==> src/rtl/mux_pkg.sv <==
// Shared types and helpers for the stream multiplexer.
package mux_pkg;

  typedef enum logic {
    MODE_SEL = 1'b0,
    MODE_RR  = 1'b1
  } mode_e;

  // Index width that stays at least one bit wide, even for tiny channel counts.
  function automatic int unsigned clog2_safe(input int unsigned n);
    return (n <= 2) ? 1 : $clog2(n);
  endfunction

endpackage

==> src/rtl/stream_mux_if.sv <==
// Handshake bundle between a set of producers, the mux and one consumer.
interface stream_mux_if
  import mux_pkg::*;
#(
  parameter int unsigned WIDTH = 8,
  parameter int unsigned N_IN  = 4,
  parameter int unsigned SEL_W = clog2_safe(N_IN)
);

  mode_e                   mode;
  logic [SEL_W-1:0]        sel;
  logic [N_IN*WIDTH-1:0]   in_data;
  logic [N_IN-1:0]         in_valid;
  logic [N_IN-1:0]         in_ready;
  logic [WIDTH-1:0]        out_data;
  logic [SEL_W-1:0]        out_src;
  logic                    out_valid;
  logic                    out_ready;

  // Environment side: drives the channels and the downstream ready.
  modport master (
    output mode, sel, in_data, in_valid, out_ready,
    input  in_ready, out_data, out_src, out_valid
  );

  // Mux side.
  modport slave (
    input  mode, sel, in_data, in_valid, out_ready,
    output in_ready, out_data, out_src, out_valid
  );

endinterface

==> src/rtl/rr_arbiter.sv <==
// Combinational round-robin search: first requester at or above ptr, wrapping at N-1.
module rr_arbiter
  import mux_pkg::*;
#(
  parameter int unsigned N     = 4,
  parameter int unsigned IDX_W = clog2_safe(N)
) (
  input  logic [N-1:0]     req,
  input  logic [IDX_W-1:0] ptr,
  output logic [IDX_W-1:0] grant_idx,
  output logic             grant_vld
);

  logic [IDX_W:0] w_cand;

  always_comb begin
    grant_idx = '0;
    grant_vld = 1'b0;
    w_cand    = '0;
    for (int unsigned k = 0; k < N; k++) begin
      w_cand = {1'b0, ptr} + (IDX_W + 1)'(k);
      // Explicit wrap so non power-of-two N never lands on an unused index.
      if (w_cand >= (IDX_W + 1)'(N)) begin
        w_cand = w_cand - (IDX_W + 1)'(N);
      end
      if (!grant_vld && req[w_cand[IDX_W-1:0]]) begin
        grant_vld = 1'b1;
        grant_idx = w_cand[IDX_W-1:0];
      end
    end
  end

endmodule

==> src/rtl/stream_mux.sv <==
// N-channel registered stream mux: explicit select or round-robin, one-entry output register.
module stream_mux
  import mux_pkg::*;
#(
  parameter  int unsigned WIDTH = 8,
  parameter  int unsigned N_IN  = 4,
  localparam int unsigned SEL_W = clog2_safe(N_IN)
) (
  input  logic         clk,
  input  logic         rst_n,
  stream_mux_if.slave  bus
);

  logic [SEL_W-1:0]      r_ptr;
  logic [SEL_W-1:0]      r_src;
  logic [WIDTH-1:0]      r_data;
  logic                  r_valid;

  logic                  w_can_load;
  logic [SEL_W-1:0]      w_rr_idx;
  logic                  w_rr_vld;
  logic [2**SEL_W-1:0]   w_valid_pad;
  logic                  w_sel_vld;
  logic [SEL_W-1:0]      w_grant_idx;
  logic                  w_grant_vld;
  logic                  w_load;
  logic [WIDTH-1:0]      w_grant_data;
  logic [SEL_W-1:0]      w_ptr_next;

  rr_arbiter #(
    .N     (N_IN),
    .IDX_W (SEL_W)
  ) u_rr_arbiter (
    .req       (bus.in_valid),
    .ptr       (r_ptr),
    .grant_idx (w_rr_idx),
    .grant_vld (w_rr_vld)
  );

  assign w_can_load  = !r_valid || bus.out_ready;

  // Zero-padded so an out-of-range sel reads a 0 instead of indexing past the vector.
  assign w_valid_pad = (2**SEL_W)'(bus.in_valid);
  assign w_sel_vld   = (32'(bus.sel) < N_IN) && w_valid_pad[bus.sel];

  always_comb begin
    w_grant_idx = '0;
    w_grant_vld = 1'b0;
    case (bus.mode)
      MODE_SEL: begin
        w_grant_idx = bus.sel;
        w_grant_vld = w_sel_vld;
      end
      MODE_RR: begin
        w_grant_idx = w_rr_idx;
        w_grant_vld = w_rr_vld;
      end
      default: begin
        w_grant_idx = '0;
        w_grant_vld = 1'b0;
      end
    endcase
  end

  assign w_load       = rst_n && w_can_load && w_grant_vld;
  assign w_grant_data = bus.in_data[32'(w_grant_idx) * WIDTH +: WIDTH];
  assign w_ptr_next   = (32'(w_grant_idx) == N_IN - 1) ? '0 : w_grant_idx + SEL_W'(1);

  always_comb begin
    bus.in_ready = '0;
    if (w_load) begin
      bus.in_ready[w_grant_idx] = 1'b1;
    end
  end

  always_ff @(posedge clk or negedge rst_n) begin
    if (!rst_n) begin
      r_ptr   <= '0;
      r_src   <= '0;
      r_data  <= '0;
      r_valid <= 1'b0;
    end else begin
      if (w_load) begin
        r_data  <= w_grant_data;
        r_src   <= w_grant_idx;
        r_valid <= 1'b1;
        if (bus.mode == MODE_RR) begin
          r_ptr <= w_ptr_next;
        end
      end else if (bus.out_ready) begin
        r_valid <= 1'b0;
      end
    end
  end

  assign bus.out_data  = r_data;
  assign bus.out_src   = r_src;
  assign bus.out_valid = r_valid;

endmodule

==> src/flat_wrapper.sv <==
// flat-port wrapper written by rule: the top's interface ports become plain ports
module stream_mux_flat import mux_pkg::*;
#(
  parameter  int unsigned WIDTH = 8,
  parameter  int unsigned N_IN  = 4,
  localparam int unsigned SEL_W = clog2_safe(N_IN)
)
  (clk, rst_n, bus_mode, bus_sel, bus_in_data, bus_in_valid, bus_out_ready, bus_in_ready, bus_out_data, bus_out_src, bus_out_valid);
  stream_mux_if #(.WIDTH(WIDTH), .N_IN(N_IN)) bus_i ();
  input  logic clk;
  input  logic rst_n;
  input wire logic [$bits(bus_i.mode)-1:0] bus_mode;
  input wire logic [$bits(bus_i.sel)-1:0] bus_sel;
  input wire logic [$bits(bus_i.in_data)-1:0] bus_in_data;
  input wire logic [$bits(bus_i.in_valid)-1:0] bus_in_valid;
  input wire logic [$bits(bus_i.out_ready)-1:0] bus_out_ready;
  output wire logic [$bits(bus_i.in_ready)-1:0] bus_in_ready;
  output wire logic [$bits(bus_i.out_data)-1:0] bus_out_data;
  output wire logic [$bits(bus_i.out_src)-1:0] bus_out_src;
  output wire logic [$bits(bus_i.out_valid)-1:0] bus_out_valid;
  assign bus_i.mode = bus_mode;
  assign bus_i.sel = bus_sel;
  assign bus_i.in_data = bus_in_data;
  assign bus_i.in_valid = bus_in_valid;
  assign bus_i.out_ready = bus_out_ready;
  assign bus_in_ready = bus_i.in_ready;
  assign bus_out_data = bus_i.out_data;
  assign bus_out_src = bus_i.out_src;
  assign bus_out_valid = bus_i.out_valid;
  stream_mux #(.WIDTH(WIDTH), .N_IN(N_IN)) u_core (.clk(clk), .rst_n(rst_n), .bus(bus_i));
endmodule
==> config.mk <==
export PLATFORM = sky130hd
export DESIGN_NAME = stream_mux_flat
export DESIGN_NICKNAME = d
export VERILOG_FILES = /design/src/rtl/mux_pkg.sv /design/src/rtl/stream_mux_if.sv /design/src/rtl/rr_arbiter.sv /design/src/rtl/stream_mux.sv /design/src/flat_wrapper.sv
export SDC_FILE = /design/constraint.sdc
export NUM_CORES = 1
export LEC_CHECK = 0
export CAP_MARGIN = 20
export CORE_AREA = 2 2 46 69
export DETAILED_ROUTE_END_ITERATION = 12
export DIE_AREA = 0 0 48 71
export GPL_ROUTABILITY_DRIVEN = 1
export PLACE_DENSITY = 0.87
export SLEW_MARGIN = 20
export SYNTH_ARGS = -nofsm -noshare
export SYNTH_HDL_FRONTEND = slang
export SYNTH_SLANG_ARGS = --single-unit
==> constraint.sdc <==
create_clock -name clk -period 2.64 [get_ports clk]
set_input_delay 0.264 -clock clk [delete_from_list [all_inputs] [get_ports clk]]
set_output_delay 0.264 -clock clk [all_outputs]
set_load 0.01 [all_outputs]
==> impl_metrics.yaml <==
status:
  status: "finished clean"
routing:
  wire_per_inst_um: 14.7
  ant_nets: 0
  firstDrtPassIters: 4
  wirelength_um: 3020
  route.detailed.drc: 0
  drt_iter0_drc: 13
  viasPerCell: 5.18
  vias: 1062
cells_and_area:
  final_util: 0.580
  multi_input_area_um2: 602
  drive_above_1_share: 0.175
  regArea_um2: 325
  insertedDiodeCount: 0
  postLayoutCellArea_um2: 1660
  nFillCells: 264
  area_growth_pct: 68.5
  final_nets: 210
die:
  fp.dieH_um: 71
  start_util: 0.344
  coreArea_um2: 2850
  dieWidth_um: 48
  ios: 57
  die_area_um2: 3410
  num_rows: 24
logic_synthesis:
  synth_area_per_cell_um2: 9.18
  yosysSeqAreaShare: 0.331
  synth_area_leaders: "dfrtp_1 (33%), mux2_4 (12%), nand2_1 (8.4%)"
  synth.top_cell.area_share: 0.331
  yosysWarnings: 0
  synthTopCellsByCount: "nand2_1 (22), dfrtp_1 (13), a31oi_1 (8), mux2_4 (8), nor2_1 (6)"
  synth_cells: 107
  synthArstFlopShare: 1.00
  synth-edff-count: 0
  yosysTopAreaCell: "dfrtp_1"
  yosysUniqueCellTypes: 34
  syn-cell-area_um2: 982
  yosys_most_used_dff: "dfrtp_1"
  yosysMostFrequentCell: "nand2_1"
  synth_fp_nets: 150
  synth_seq_cells: 13
placed_design:
  globalplace.congestion: 0.741
  hpwl_um: 2480
  place_area_um2: 1590
  port_buffers: 56
power_and_ir_drop:
  worst_ir_drop_vdd_mv: 0.285
  powerDensity_nw_per_um2: 618
  p_leak_nw: 0.703
sta:
  setup_viol: 0
  rsz0062_at_grt: "false"
  timing.slew.headroom: 0.779
  setup_tns_ns: 0
  timing.final.crit_share: 0.957
  final.min_clock_period_ns: 2.53
  maxSlewViolCount: 0
  skew_ns: 0.000975
  hold_viol: 0
  max_freq_mhz: 396
  worstMarginPinSlew_ns: 0.331
setup_path:
  arrival_ns: 2.26
  startpoint_type: "input pin"
  end_kind: "primary output"
  rr_endpoint: "u_core.bus.out_data[5]"
  path_class: "in2out"
  ff2ff_setup_slack_ns: 0.57
  ff2ff_path_depth: 8
  regToRegStartpoint: "u_core.r_ptr[0]"
  cp.required_ns: 2.38
  critPathMaxFanout: 4
global_routing:
  grt_busiest_layer: "met2"
  grt_overflow: 0
  grt_util_met2: 0.366
  grt_pass1_vias: 1139
  track_usage: 0.200
  antenna_found_initial: 0
  met3_usage: 0.0383
  grt_max_degree: 17
  use_met1: 0.194
  grt_pass1_wl_um: 4820
cts:
  hold_buffers: 0
  clockBufferDepth: 2
  htree_levels: 1
  numCtsBuffers: 3
  cts_tree: "built"
  cts_root_buf: "clkbuf_8"
  clkTransAtPathRegs_ns: 0.05
  worstSkewPairLatency_ns: 0.24
  clock-sinks: 13
flow_run:
  max-cap-violations: 0
min_path:
  hp-class: "in2async"
-- power by group --
part           internal (mW)  switching [mW]
Sequential             0.265          0.0629
Combinational          0.304           0.214
Clock                  0.107          0.0702
-- worst max path at each step --
stage,startpoint,endpoint,slack [ns]
3_3_place_gp,bus_in_valid[3],bus_in_ready[3],0.13
6_report,bus_in_valid[1],bus_in_ready[3],0.11
2_1_floorplan,u_core.r_ptr[1],u_core.r_ptr[1],0.70
4_1_cts,bus_in_valid[1],bus_in_ready[3],0.05
3_5_place_dp,bus_in_valid[1],bus_in_ready[3],0.06
5_1_grt,bus_in_valid[1],bus_in_ready[3],0.05
-- flip-flops by register name, summed over array words and instances (netlist names) --
signal / flops
u_core.bus.out_data: 8
u_core.bus.out_src: 2
u_core.r_ptr: 2
u_core.bus.out_valid: 1
-- cell families after synthesis --
family,after synthesis,synth area share
flip-flops,13,0.331
AND/OR/NAND/NOR,39,0.185
buffers and inverters,12,0.0675
adder cells (fa/ha/maj),1,0.0127
AO/OA/AOI/OAI,31,0.250
multiplexers,11,0.154
-- cell type report --
type / count / area share
flip-flops and latches: 13 / 0.197
inverters: 5 / 0.0144
multi-input cells: 82 / 0.364
clock buffers: 4 / 0.0272
repair buffers: 62 / 0.369
well taps: 39 / 0.0295
-- metal layers --
layer / up-vias / share of wire / wire length (um)
li1: 508 / - / -
met1: 485 / 0.34 / 1030
met2: 56 / 0.56 / 1690
met3: 13 / 0.064 / 194
met4: 0 / 0.035 / 105
met5: - / 0 / 0
-- placed cells by master (no fill, tap or decap), types with 2 or more instances in the layout --
| master | netlist | routed |
|---|---|---|
| o22ai_2 | 4 | 4 |
| clkbuf_8 | 0 | 3 |
| o22ai_1 | 4 | 4 |
| o211ai_1 | 3 | 3 |
| inv_1 | 3 | 3 |
| o21a_1 | 2 | 2 |
| mux2i_1 | 2 | 2 |
| nand2_1 | 22 | 22 |
| nor2_1 | 6 | 6 |
| dfrtp_1 | 13 | 13 |
| clkdlybuf4s50_1 | 0 | 54 |
| a21oi_1 | 2 | 2 |
| mux2_4 | 8 | 8 |
| a31oi_1 | 8 | 8 |
| and2_1 | 2 | 2 |
| nand2b_1 | 3 | 3 |
| buf_4 | 3 | 6 |
| dlymetal6s2s_1 | 0 | 2 |
-- timing repair --
action	4_1_cts	5_1_grt
gates resized for setup	0	5
endpoints found under the setup margin	0	4
hold endpoints to repair	0	0
setup buffers	0	0
-- critical path, stage by stage --
cell	delay (ns)
clkdlybuf4s50_1	0.55
inv_1	0.11
o211ai_1	0.19
o2111ai_1	0.20
o21ai_2	0.14
ha_1	0.16
and2_1	0.11
clkdlybuf4s50_1	0.53
-- per-stage QoR --
step	hold WS [ns]	total power, mW	std cells	setup WS [ns]
5_1_grt	0.414	1.09	205	0.0505
4_1_cts	0.399	1.02	205	0.0516
3_5_place_dp	0.491	0.849	201	0.0631
3_3_place_gp	0.479	0.822	201	0.131
6_report	0.394	1.02	205	0.112
2_1_floorplan	-0.0316	0.604	107	0.701
(Power assumes the default switching activity.)
